$ cat config.mk
export PLATFORM = sky130hd
export DESIGN_NAME = mem_port_arbiter_flat
export DESIGN_NICKNAME = d
export VERILOG_FILES = /design/src/rtl/mem_arb_pkg.sv /design/src/rtl/mem_port_arbiter_if.sv /design/src/rtl/mem_lat_counter.sv /design/src/rtl/mem_port_arbiter.sv /design/src/flat_wrapper.sv
export SDC_FILE = /design/constraint.sdc
export NUM_CORES = 1
export LEC_CHECK = 0
export BUFFER_PORTS_ARGS = -buffer_cell sky130_fd_sc_hd__buf_4
export CAP_MARGIN = 15
export CORE_MARGIN = 4
export CORE_UTILIZATION = 45
export CTS_CLUSTER_DIAMETER = 100
export CTS_CLUSTER_SIZE = 20
export DETAILED_ROUTE_END_ITERATION = 16
export HOLD_SLACK_MARGIN = 0.08
export PLACE_DENSITY = 0.77
export SLEW_MARGIN = 20
export SYNTH_ARGS = -nofsm -noshare
export SYNTH_HDL_FRONTEND = slang
export SYNTH_SLANG_ARGS = --single-unit
$ cat constraint.sdc
create_clock -name CLK -period 2.82 [get_ports CLK]
set_clock_uncertainty 0.2 [all_clocks]
set_input_delay 0.423 -clock CLK [delete_from_list [all_inputs] [get_ports CLK]]
set_output_delay 0.423 -clock CLK [all_outputs]
set_load 0.005 [all_outputs]
$ cat src/rtl/mem_arb_pkg.sv
// Shared types and defaults for the instruction/data memory port arbiter.
// Latency: n/a (declarations only).
// Backpressure: n/a.
package mem_arb_pkg;

    localparam int MEM_LAT_DEF    = 2;
    localparam int STARVE_MAX_DEF = 3;
    localparam int CNT_W          = 3;   // holds MEM_LAT-1 for MEM_LAT up to 7
    localparam int STARVE_W       = 4;   // holds STARVE_MAX up to 15

    typedef enum logic [1:0] {
        IDLE  = 2'd0,
        IBUSY = 2'd1,
        DBUSY = 2'd2
    } arb_state_e;

    typedef enum logic [1:0] {
        GNT_NONE = 2'd0,
        GNT_I    = 2'd1,
        GNT_D    = 2'd2
    } gnt_src_e;

endpackage

$ cat src/rtl/mem_port_arbiter_if.sv
// Request/response and shared memory port signals of the arbiter.
// Latency: n/a (wiring only).
// Backpressure: requesters hold xReq until the matching xValid pulse.
interface mem_port_arbiter_if;

    logic        iReq;
    logic [31:0] iAddr;
    logic        iValid;
    logic [31:0] iRdata;

    logic        dReq;
    logic        dWe;
    logic [31:0] dAddr;
    logic [31:0] dWdata;
    logic        dValid;
    logic [31:0] dRdata;

    logic        memEn;
    logic        memWe;
    logic [31:0] memAddr;
    logic [31:0] memWdata;
    logic [31:0] memRdata;

    logic        ifStall;
    logic        memStall;

    // Requesters and memory model side.
    modport master (
        output iReq, iAddr, dReq, dWe, dAddr, dWdata, memRdata,
        input  iValid, iRdata, dValid, dRdata,
        input  memEn, memWe, memAddr, memWdata, ifStall, memStall
    );

    // Arbiter side.
    modport slave (
        input  iReq, iAddr, dReq, dWe, dAddr, dWdata, memRdata,
        output iValid, iRdata, dValid, dRdata,
        output memEn, memWe, memAddr, memWdata, ifStall, memStall
    );

endinterface

$ cat src/rtl/mem_lat_counter.sv
// Loadable down-counter timing one memory access; flags when it has reached zero.
// Latency: load/decrement take effect on the falling edge; zero flag is combinational from the count.
// Backpressure: none; decrement is ignored once the count is zero.
module mem_lat_counter
    import mem_arb_pkg::*;
#(
    parameter int W = CNT_W
) (
    input  logic         CLK,
    input  logic         Reset_L,
    input  logic         i_load,
    input  logic [W-1:0] i_load_val,
    input  logic         i_dec,
    output logic         o_zero
);

    logic [W-1:0] r_cnt;

    // Load wins over decrement; count never wraps below zero.
    always_ff @(negedge CLK or negedge Reset_L) begin
        if (!Reset_L) begin
            r_cnt <= '0;
        end else if (i_load) begin
            r_cnt <= i_load_val;
        end else if (i_dec && (r_cnt != '0)) begin
            r_cnt <= r_cnt - 1'b1;
        end
    end

    assign o_zero = (r_cnt == '0);

endmodule

$ cat src/rtl/mem_port_arbiter.sv
// Shares one memory port between instruction fetch and data access, data first with starvation guard.
// Latency: grant on the falling edge a request is seen in IDLE; xValid MEM_LAT falling edges later.
// Backpressure: requesters hold xReq until xValid; ifStall/memStall flag the wait combinationally.
module mem_port_arbiter
    import mem_arb_pkg::*;
#(
    parameter int MEM_LAT    = MEM_LAT_DEF,
    parameter int STARVE_MAX = STARVE_MAX_DEF
) (
    input  logic              CLK,
    input  logic              Reset_L,
    mem_port_arbiter_if.slave bus
);

    localparam logic [CNT_W-1:0]    CNT_LOAD   = CNT_W'(MEM_LAT - 1);
    localparam logic [STARVE_W-1:0] STARVE_LIM = STARVE_W'(STARVE_MAX);

    arb_state_e          r_state;
    arb_state_e          w_state_nxt;
    gnt_src_e            w_gnt;
    logic                w_load;
    logic                w_dec;
    logic                w_done;
    logic                w_cnt_zero;

    logic [STARVE_W-1:0] r_starve_cnt;
    logic                r_mem_en;
    logic                r_mem_we;
    logic [31:0]         r_mem_addr;
    logic [31:0]         r_mem_wdata;
    logic                r_ivalid;
    logic                r_dvalid;
    logic [31:0]         r_irdata;
    logic [31:0]         r_drdata;

    mem_lat_counter #(.W(CNT_W)) u_lat_cnt (
        .CLK        (CLK),
        .Reset_L    (Reset_L),
        .i_load     (w_load),
        .i_load_val (CNT_LOAD),
        .i_dec      (w_dec),
        .o_zero     (w_cnt_zero)
    );

    // State register.
    always_ff @(negedge CLK or negedge Reset_L) begin
        if (!Reset_L) begin
            r_state <= IDLE;
        end else begin
            r_state <= w_state_nxt;
        end
    end

    // Grant decision in IDLE; count down and finish the access while busy.
    always_comb begin
        w_state_nxt = r_state;
        w_gnt       = GNT_NONE;
        w_load      = 1'b0;
        w_dec       = 1'b0;
        w_done      = 1'b0;
        case (r_state)
            IDLE: begin
                // Data wins unless fetch is waiting and has already been passed over STARVE_MAX times.
                if (bus.dReq && !(bus.iReq && (r_starve_cnt == STARVE_LIM))) begin
                    w_gnt       = GNT_D;
                    w_state_nxt = DBUSY;
                    w_load      = 1'b1;
                end else if (bus.iReq) begin
                    w_gnt       = GNT_I;
                    w_state_nxt = IBUSY;
                    w_load      = 1'b1;
                end
            end
            IBUSY, DBUSY: begin
                if (w_cnt_zero) begin
                    w_done      = 1'b1;
                    w_state_nxt = IDLE;
                end else begin
                    w_dec = 1'b1;
                end
            end
            default: w_state_nxt = IDLE;
        endcase
    end

    // Memory port registers, response capture and one-cycle valid pulses.
    always_ff @(negedge CLK or negedge Reset_L) begin
        if (!Reset_L) begin
            r_mem_en    <= 1'b0;
            r_mem_we    <= 1'b0;
            r_mem_addr  <= '0;
            r_mem_wdata <= '0;
            r_ivalid    <= 1'b0;
            r_dvalid    <= 1'b0;
            r_irdata    <= '0;
            r_drdata    <= '0;
        end else begin
            r_ivalid <= 1'b0;
            r_dvalid <= 1'b0;
            if (w_gnt == GNT_D) begin
                r_mem_en    <= 1'b1;
                r_mem_we    <= bus.dWe;
                r_mem_addr  <= bus.dAddr;
                r_mem_wdata <= bus.dWdata;
            end else if (w_gnt == GNT_I) begin
                r_mem_en   <= 1'b1;
                r_mem_we   <= 1'b0;
                r_mem_addr <= bus.iAddr;
            end
            if (w_done) begin
                r_mem_en <= 1'b0;
                r_mem_we <= 1'b0;
                if (r_state == IBUSY) begin
                    r_ivalid <= 1'b1;
                    r_irdata <= bus.memRdata;
                end else begin
                    r_dvalid <= 1'b1;
                    // Stores leave the last loaded word in place.
                    if (!r_mem_we) begin
                        r_drdata <= bus.memRdata;
                    end
                end
            end
        end
    end

    // Count data grants that jumped ahead of a waiting fetch.
    always_ff @(negedge CLK or negedge Reset_L) begin
        if (!Reset_L) begin
            r_starve_cnt <= '0;
        end else if (w_gnt == GNT_D) begin
            if (!bus.iReq) begin
                r_starve_cnt <= '0;
            end else if (r_starve_cnt != STARVE_LIM) begin
                r_starve_cnt <= r_starve_cnt + 1'b1;
            end
        end else if (w_gnt == GNT_I) begin
            r_starve_cnt <= '0;
        end
    end

    assign bus.memEn    = r_mem_en;
    assign bus.memWe    = r_mem_we;
    assign bus.memAddr  = r_mem_addr;
    assign bus.memWdata = r_mem_wdata;
    assign bus.iValid   = r_ivalid;
    assign bus.iRdata   = r_irdata;
    assign bus.dValid   = r_dvalid;
    assign bus.dRdata   = r_drdata;
    assign bus.ifStall  = bus.iReq & ~r_ivalid;
    assign bus.memStall = bus.dReq & ~r_dvalid;

endmodule
$ cat src/flat_wrapper.sv
// flat-port wrapper written by rule: the top's interface ports become plain ports
module mem_port_arbiter_flat import mem_arb_pkg::*;
#(
    parameter int MEM_LAT    = MEM_LAT_DEF,
    parameter int STARVE_MAX = STARVE_MAX_DEF
)
  (CLK, Reset_L, bus_iReq, bus_iAddr, bus_dReq, bus_dWe, bus_dAddr, bus_dWdata, bus_memRdata, bus_iValid, bus_iRdata, bus_dValid, bus_dRdata, bus_memEn, bus_memWe, bus_memAddr, bus_memWdata, bus_ifStall, bus_memStall);
  mem_port_arbiter_if bus_i ();
  input  logic CLK;
  input  logic Reset_L;
  input wire logic [$bits(bus_i.iReq)-1:0] bus_iReq;
  input wire logic [$bits(bus_i.iAddr)-1:0] bus_iAddr;
  input wire logic [$bits(bus_i.dReq)-1:0] bus_dReq;
  input wire logic [$bits(bus_i.dWe)-1:0] bus_dWe;
  input wire logic [$bits(bus_i.dAddr)-1:0] bus_dAddr;
  input wire logic [$bits(bus_i.dWdata)-1:0] bus_dWdata;
  input wire logic [$bits(bus_i.memRdata)-1:0] bus_memRdata;
  output wire logic [$bits(bus_i.iValid)-1:0] bus_iValid;
  output wire logic [$bits(bus_i.iRdata)-1:0] bus_iRdata;
  output wire logic [$bits(bus_i.dValid)-1:0] bus_dValid;
  output wire logic [$bits(bus_i.dRdata)-1:0] bus_dRdata;
  output wire logic [$bits(bus_i.memEn)-1:0] bus_memEn;
  output wire logic [$bits(bus_i.memWe)-1:0] bus_memWe;
  output wire logic [$bits(bus_i.memAddr)-1:0] bus_memAddr;
  output wire logic [$bits(bus_i.memWdata)-1:0] bus_memWdata;
  output wire logic [$bits(bus_i.ifStall)-1:0] bus_ifStall;
  output wire logic [$bits(bus_i.memStall)-1:0] bus_memStall;
  assign bus_i.iReq = bus_iReq;
  assign bus_i.iAddr = bus_iAddr;
  assign bus_i.dReq = bus_dReq;
  assign bus_i.dWe = bus_dWe;
  assign bus_i.dAddr = bus_dAddr;
  assign bus_i.dWdata = bus_dWdata;
  assign bus_i.memRdata = bus_memRdata;
  assign bus_iValid = bus_i.iValid;
  assign bus_iRdata = bus_i.iRdata;
  assign bus_dValid = bus_i.dValid;
  assign bus_dRdata = bus_i.dRdata;
  assign bus_memEn = bus_i.memEn;
  assign bus_memWe = bus_i.memWe;
  assign bus_memAddr = bus_i.memAddr;
  assign bus_memWdata = bus_i.memWdata;
  assign bus_ifStall = bus_i.ifStall;
  assign bus_memStall = bus_i.memStall;
  mem_port_arbiter #(.MEM_LAT(MEM_LAT), .STARVE_MAX(STARVE_MAX)) u_core (.CLK(CLK), .Reset_L(Reset_L), .bus(bus_i));
endmodule
==> results_dict.tcl, run 1 <==
set metrics [dict create \
    netlist_top_cells_count "dfrtn_1 (141), mux2_2 (66), nand2_1 (39)" \
    cp_slowest_cell "mux2_2" \
    hold_depth 2 \
    maxSlewHeadroom_pct 78.6 \
    syn_area_mm2 0.00593 \
    crit_required_ns 1.44 \
    port_buffers 266 \
    clk_latency_ns 0.39 \
    antenna_found_initial 0 \
    grt_pass1_vias 4955 \
    ioPinCount 267 \
    slew_viol_final 0 \
    remaining_drc_errors 0 \
    power_mw 11.2 \
    run_status "complete, but fails checks" \
    max_stage_delay_ns 0.28 \
    syn-instance-count 422 \
    drt-total-wl_um 16800 \
    synth_fa_ha_area_share_pct 1.48 \
    routabilityCongestion 0.757 \
    yosysMostFrequentCell "dfrtn_1" \
    synthMuxAreaShare_pct 25.7 \
    synthXorXnorAreaFrac_pct 0.148 \
    path_clk_slew_ns 0.04 \
    yosysSeqAreaShare_pct 59.5 \
    die_h_um 123 \
    cts_buffers 17 \
    antenna_left 0 \
    violations "negative setup slack" \
    cts_tree "done" \
    ys_ff_latch 141 \
    worst_slew_pin_slew_ns 0.321 \
    cts-root-buf "clkbuf_16" \
    groute.usage.overall_pct 21.6 \
    clk_path_buf_depth 2 \
    antennaDiodeCount 0 \
    crit_type "input pin to flop" \
    cts_sinks 141 \
    hold_ws_ns 0.250 \
    core-area_mm2 0.0128 \
    yosysTopAreaCellShare_pct 59.5 \
    leakage_nw 4.85 \
    grt_pass1_wl_um 24900 \
    busiest_layer "met2" \
    wl_per_cell_um 17.4 \
    p_per_area_mw_per_mm2 1160 \
    start_util_pct 46.4 \
    hold_violations 0 \
    worstPathArrival_ns 1.72 \
    use_met3_pct 6.73 \
    path_buf_inv 3 \
    ys_warn_count 0 \
    yosys.area.top_type "dfrtn_1" \
    use_met1_pct 25.1 \
    cp_max_fo 14 \
    grt_util_met2_pct 37.0 \
    synth_compound_area_share_pct 4.52 \
    rows 41 \
    ctsHoldBuffers 0 \
    synth_area_leaders "dfrtn_1 (60%), mux2_2 (13%), mux2_4 (7.6%)" \
    synth_edf_count 0 \
    die_w_um 123 \
    cts_htree_levels 4 \
    syn-num-nets 562 \
    hp-class "flop to flop" \
    layout-drive-gt1-share_pct 64.3 \
    rsz0062_at_grt "true" \
    avgSynthCellArea_um2 14.0 \
    grt_max_degree 40 \
    max_cap_viol_count 0 \
    fin_nets 919 \
    synth.distinct_cells 36 \
    dieArea_mm2 0.0151 \
    fin_ws_ns -0.273 \
    path_depth 8 \
    ys_async_sr_fraction_pct 100 \
    firstDrtPassIters 4 \
    cp-start-kind "input pin" \
    synthToLayoutAreaGrowth_pct 63.3 \
    max-vdd-ir-drop_mv 0.617 \
    crit_family "buffers and inverters" \
    vias_per_cell 4.95 \
    fillCellCount 784 \
    setup_viol 204 \
    drtIter0Drc 195 \
    synth_top_family_by_area "multiplexers" \
    grt_overflow 0 \
    place_hpwl_um 11100 \
    r2r_cells 6 \
    crit_chain "buf_8, nand4bb_4, a21boi_4, nand2_2, ha_4, buf_12, clkbuf_16, mux2_2" \
    yosys.area_share.simple_pct 5.36 \
    worstSetupEndpointType "flop" \
    synth_ff_type "dfrtn_1" \
    vias 4769 \
]
## stage by stage
step                      worst slack [ns]  area [um2]  util (%)  instances  TNS [ns]
after floorplan                     -0.595        6110         -        422    -39.50
after global placement              -0.650        8270      64.7        854    -41.92
after detailed placement            -0.712        8270      64.7        854    -45.44
after CTS                           -0.254        9360      73.2        932    -32.21
after global routing                -0.309        9680      75.8        964    -39.92
final                               -0.273        9680      75.8        964    -32.38
## power breakdown
group | total [mW] | internal, mW | switching [mW] | leakage [nW]
clock | 2.29 | 1.46 | 0.830 | 0.303
sequential | 3.69 | 3.11 | 0.579 | 1.68
combinational | 5.22 | 3.35 | 1.86 | 2.86
total | 11.2 | 7.92 | 3.27 | 4.85
## cell usage in the layout (no fill, tap or decap), types with 2 or more instances in the layout
master     Yosys  final
buf_4          0    332
dfrtn_1      141    141
mux2_2        66     66
nand2_1       39     36
o21ai_1        0     32
mux2i_1       33     30
mux2_4        30     30
clkbuf_16      0     19
buf_6          2     14
buf_12         3     12
inv_1          8      7
a21oi_1        6      5
ha_1           7      5
clkinv_2       0      5
nor2b_1        4      4
o21ai_0       36      4
nand2_2        0      3
mux2i_2        0      3
clkbuf_8       0      3
bufinv_16      0      3
nand3_1        4      2
ha_4           0      2
clkinv_4       0      2
## logic make-up after synthesis
family	count (synthesis)
multiplexers	129
adder cells (fa/ha/maj)	7
AND/OR/NAND/NOR	63
flip-flops	141
buffers and inverters	32
XOR/XNOR	1
AO/OA/AOI/OAI	49
## tightest hold or removal path, delay by kind of cell, from the launching register on
| family | cells | cell delay, ns |
|---|---|---|
| flops | 1 | 0.41 |
| simple gates | 1 | 0.05 |
| compound gates | 1 | 0.07 |
## area by class of cell
type	instances	area, um2	share of cell area, %
Clock buffer	21	470	4.86
Clock inverter	11	140	1.45
Inverter	8	30.0	0.310
Multi-Input combinational cell	249	2310	23.9
Sequential cell	141	3530	36.5
Tap cell	172	215	2.22
Timing Repair Buffer	362	2980	30.8
## layer usage
layer / wire length [um] / vias to the layer above
met3: 1400 / 31
met5: 0 / -
li1: - / 2193
met1: 6350 / 2323
met2: 8650 / 222
met4: 377 / 0
## flip-flops by register name (all words and copies together) (netlist names)
signal and count:
u_core.bus.iValid 1, u_core.bus.memEn 1, u_core.r_state 2, u_core.bus.memWe 1
u_core.bus.memWdata 32, u_core.bus.memAddr 32, u_core.bus.dRdata 32, u_core.bus.iRdata 32
u_core.r_starve_cnt 4, u_core.u_lat_cnt.r_cnt 3, u_core.bus.dValid 1
## final timing paths
kind	endpoint	slack, ns	start
min in group asynchronous	u_core.bus.iRdata[29]	0.95	Reset_L
max in group asynchronous	u_core.bus.iRdata[17]	0.96	Reset_L
worst min register to register	u_core.bus.memAddr[16]	0.25	u_core.bus.memAddr[16]
worst max-delay path	u_core.bus.memWdata[31]	-0.27	bus_iReq
worst max register to register	u_core.bus.dRdata[2]	0.39	u_core.r_state[0]
worst min-delay path	u_core.bus.memAddr[16]	0.25	u_core.bus.memAddr[16]
## what timing repair did
action	in CTS	in global routing
setup buffers	43	32
hold endpoints to repair	0	0
gates resized for setup	31	37
setup endpoints to repair	204	204
cloned	3	2
pin swaps	5	7
No activity file was read; power rests on OpenSTA's default activity.
==> inputs of run 2 (changes only) <==
--- a/config.mk
+++ b/config.mk
@@ -14,6 +14,7 @@
 export DETAILED_ROUTE_END_ITERATION = 16
 export HOLD_SLACK_MARGIN = 0.08
 export PLACE_DENSITY = 0.77
+export SKIP_CTS_REPAIR_TIMING = 1
 export SLEW_MARGIN = 20
 export SYNTH_ARGS = -nofsm -noshare
 export SYNTH_HDL_FRONTEND = slang
==> run 2 against run 1 <==
  * The flow still finishes with violations (negative setup slack)
  * Combinational power fell by 3%
  * Register-to-register slack barely moved
  * Sequential power barely moved
  * Cell area fell by 1.0%
  * Critical path type unchanged
  * Largest cell class unchanged
  * Highest routed layer unchanged
==> results_dict.tcl, run 2 (synthesis gave the netlist of run 1 again) <==
set metrics [dict create \
    clkPwrFrac_pct 20.6 \
    antenna_found_initial 0 \
    cts_htree_levels 4 \
    vias 4677 \
    worst_slew_pin_slew_ns 0.313 \
    tns_ns -32.60 \
    dieArea_mm2 0.0151 \
    rows 41 \
    power_mw 11.0 \
    ioPinCount 267 \
    p_sw_share_pct 29.4 \
    cts_buffers 17 \
    leakage_nw 4.78 \
    drt-total-wl_um 17000 \
    grt_max_degree 64 \
    comb_power_share_pct 45.9 \
    hold_violations 0 \
    intPower_mw 7.79 \
    fin_nets 897 \
    grt_pass1_vias 4591 \
    crit_end "u_core.bus.memAddr[0]" \
    r2r_start "u_core.r_state[0]" \
    violations "negative setup slack" \
    fillCellCount 804 \
    max_cap_viol_count 0 \
    multi_input_area_mm2 0.00230 \
    groute.usage.overall_pct 19.8 \
    p_seq_share_pct 33.5 \
    die_h_um 123 \
    cp-start-kind "input pin" \
    wl_per_cell_um 18.0 \
    final_cell_mix "buf_4 (303), dfrtn_1 (141), mux2_2 (65)" \
    synthToLayoutAreaGrowth_pct 61.6 \
    worstPathArrival_ns 1.71 \
    slew_viol_final 0 \
    setup_viol 204 \
    start_util_pct 46.4 \
    remaining_drc_errors 0 \
    crit_type "input pin to flop" \
    r2r_slack_ns 0.40 \
    max-vdd-ir-drop_mv 0.630 \
    grt_pass1_wl_um 23000 \
    port_buffers 266 \
    maxSlewHeadroom_pct 79.1 \
    grt_overflow 0 \
    firstDrtPassIters 4 \
    cts-root-buf "clkbuf_16" \
    vias_per_cell 4.96 \
    rsz0062_at_grt "true" \
    drtIter0Drc 237 \
    layout_commonest_cell "buf_4" \
    antennaDiodeCount 0 \
    core-area_mm2 0.0128 \
    clk_path_buf_depth 2 \
    antenna_left 0 \
    path_clk_slew_ns 0.04 \
    place_hpwl_um 11100 \
    hp-class "flop to flop" \
    regArea_mm2 0.00353 \
    p_per_area_mw_per_mm2 1150 \
    cp_max_fo 5 \
    worstSetupEndpointType "flop" \
    run_status "complete, but fails checks" \
    r2r_cells 6 \
    finalCoreUtilization_pct 75.0 \
    cts_sinks 141 \
    fin_ws_ns -0.271 \
    setup.worst_path.start "bus_iReq" \
    r2r_end "u_core.bus.dRdata[2]" \
    layout-drive-gt1-share_pct 63.1 \
    crit_required_ns 1.44 \
    die_w_um 123 \
    clk_latency_ns 0.39 \
    p_sw_mw 3.24 \
    cts_tree "done" \
    routabilityCongestion 0.757 \
]
-- run 2: cell types whose count changed in the layout (fill, tap and decap cells not counted) --
cell,before,now
buf_16,1,0
buf_6,14,15
mux2_2,66,65
nand2_2,3,2
mux2_4,30,31
clkbuf_16,19,25
buf_2,0,1
buf_12,12,9
nand2_1,36,37
buf_8,1,4
buf_4,332,303
nand3_2,1,2
nand3_4,1,0
-- run 2: power groups by stage --
stage / sequential, mW / combinational (mW) / clock, mW
after global placement: 3.65 / 3.98 / 0
after floorplan: 3.69 / 2.04 / 0
after global routing: 3.80 / 5.46 / 2.42
after CTS: 3.69 / 4.10 / 2.32
final: 3.69 / 5.06 / 2.27
after detailed placement: 3.69 / 4.10 / 0
-- run 2: worst min-delay path by stage --
stage,slack [ns],to,from,cells past startpoint
2_1_floorplan,0.24,u_core.bus.memAddr[0],u_core.bus.memAddr[0],2
3_3_place_gp,0.23,u_core.bus.memAddr[0],u_core.bus.memAddr[0],2
3_5_place_dp,0.24,u_core.bus.memAddr[14],u_core.bus.memAddr[14],2
4_1_cts,0.24,u_core.bus.memAddr[14],u_core.bus.memAddr[14],2
5_1_grt,0.27,u_core.bus.iRdata[0],u_core.bus.iRdata[0],1
6_report,0.25,u_core.bus.iRdata[24],u_core.bus.iRdata[24],1
-- run 2: critical path: stages --
cell,delay (ns)
buf_8,0.08
nand4bb_4,0.14
a21boi_4,0.20
nand2_2,0.10
ha_4,0.18
buf_8,0.15
clkbuf_16,0.16
mux2i_2,0.18
o21ai_1,0.09
-- run 2: metrics by stage --
| step | instance area, um2 | setup WS, ns | hold slack, ns | instances |
|---|---|---|---|---|
| 6_report | 9580 | -0.271 | 0.251 | 942 |
| 5_1_grt | 9580 | -0.322 | 0.267 | 942 |
| 4_1_cts | 8880 | -0.305 | 0.240 | 886 |
| 3_5_place_dp | 8270 | -0.712 | 0.238 | 854 |
| 3_3_place_gp | 8270 | -0.650 | 0.229 | 854 |
| 2_1_floorplan | 6110 | -0.595 | 0.236 | 422 |
-- run 2: per-layer routing --
layer | GRT usage, % | up-vias | routed length [um]
met4 | 7.70 | 0 | 392
li1 | - | 2148 | -
met5 | 0 | - | 0
met2 | 33.1 | 210 | 8760
met3 | 6.64 | 31 | 1400
met1 | 23.7 | 2288 | 6430
-- run 2: cell type report --
| type | count | share of cell area (%) |
|---|---|---|
| Clock inverter | 11 | 1.46 |
| Inverter | 8 | 0.314 |
| Clock buffer | 21 | 4.91 |
| Timing Repair Buffer | 340 | 30.2 |
| Sequential cell | 141 | 36.8 |
| Multi-Input combinational cell | 249 | 24.1 |
| Tap cell | 172 | 2.25 |
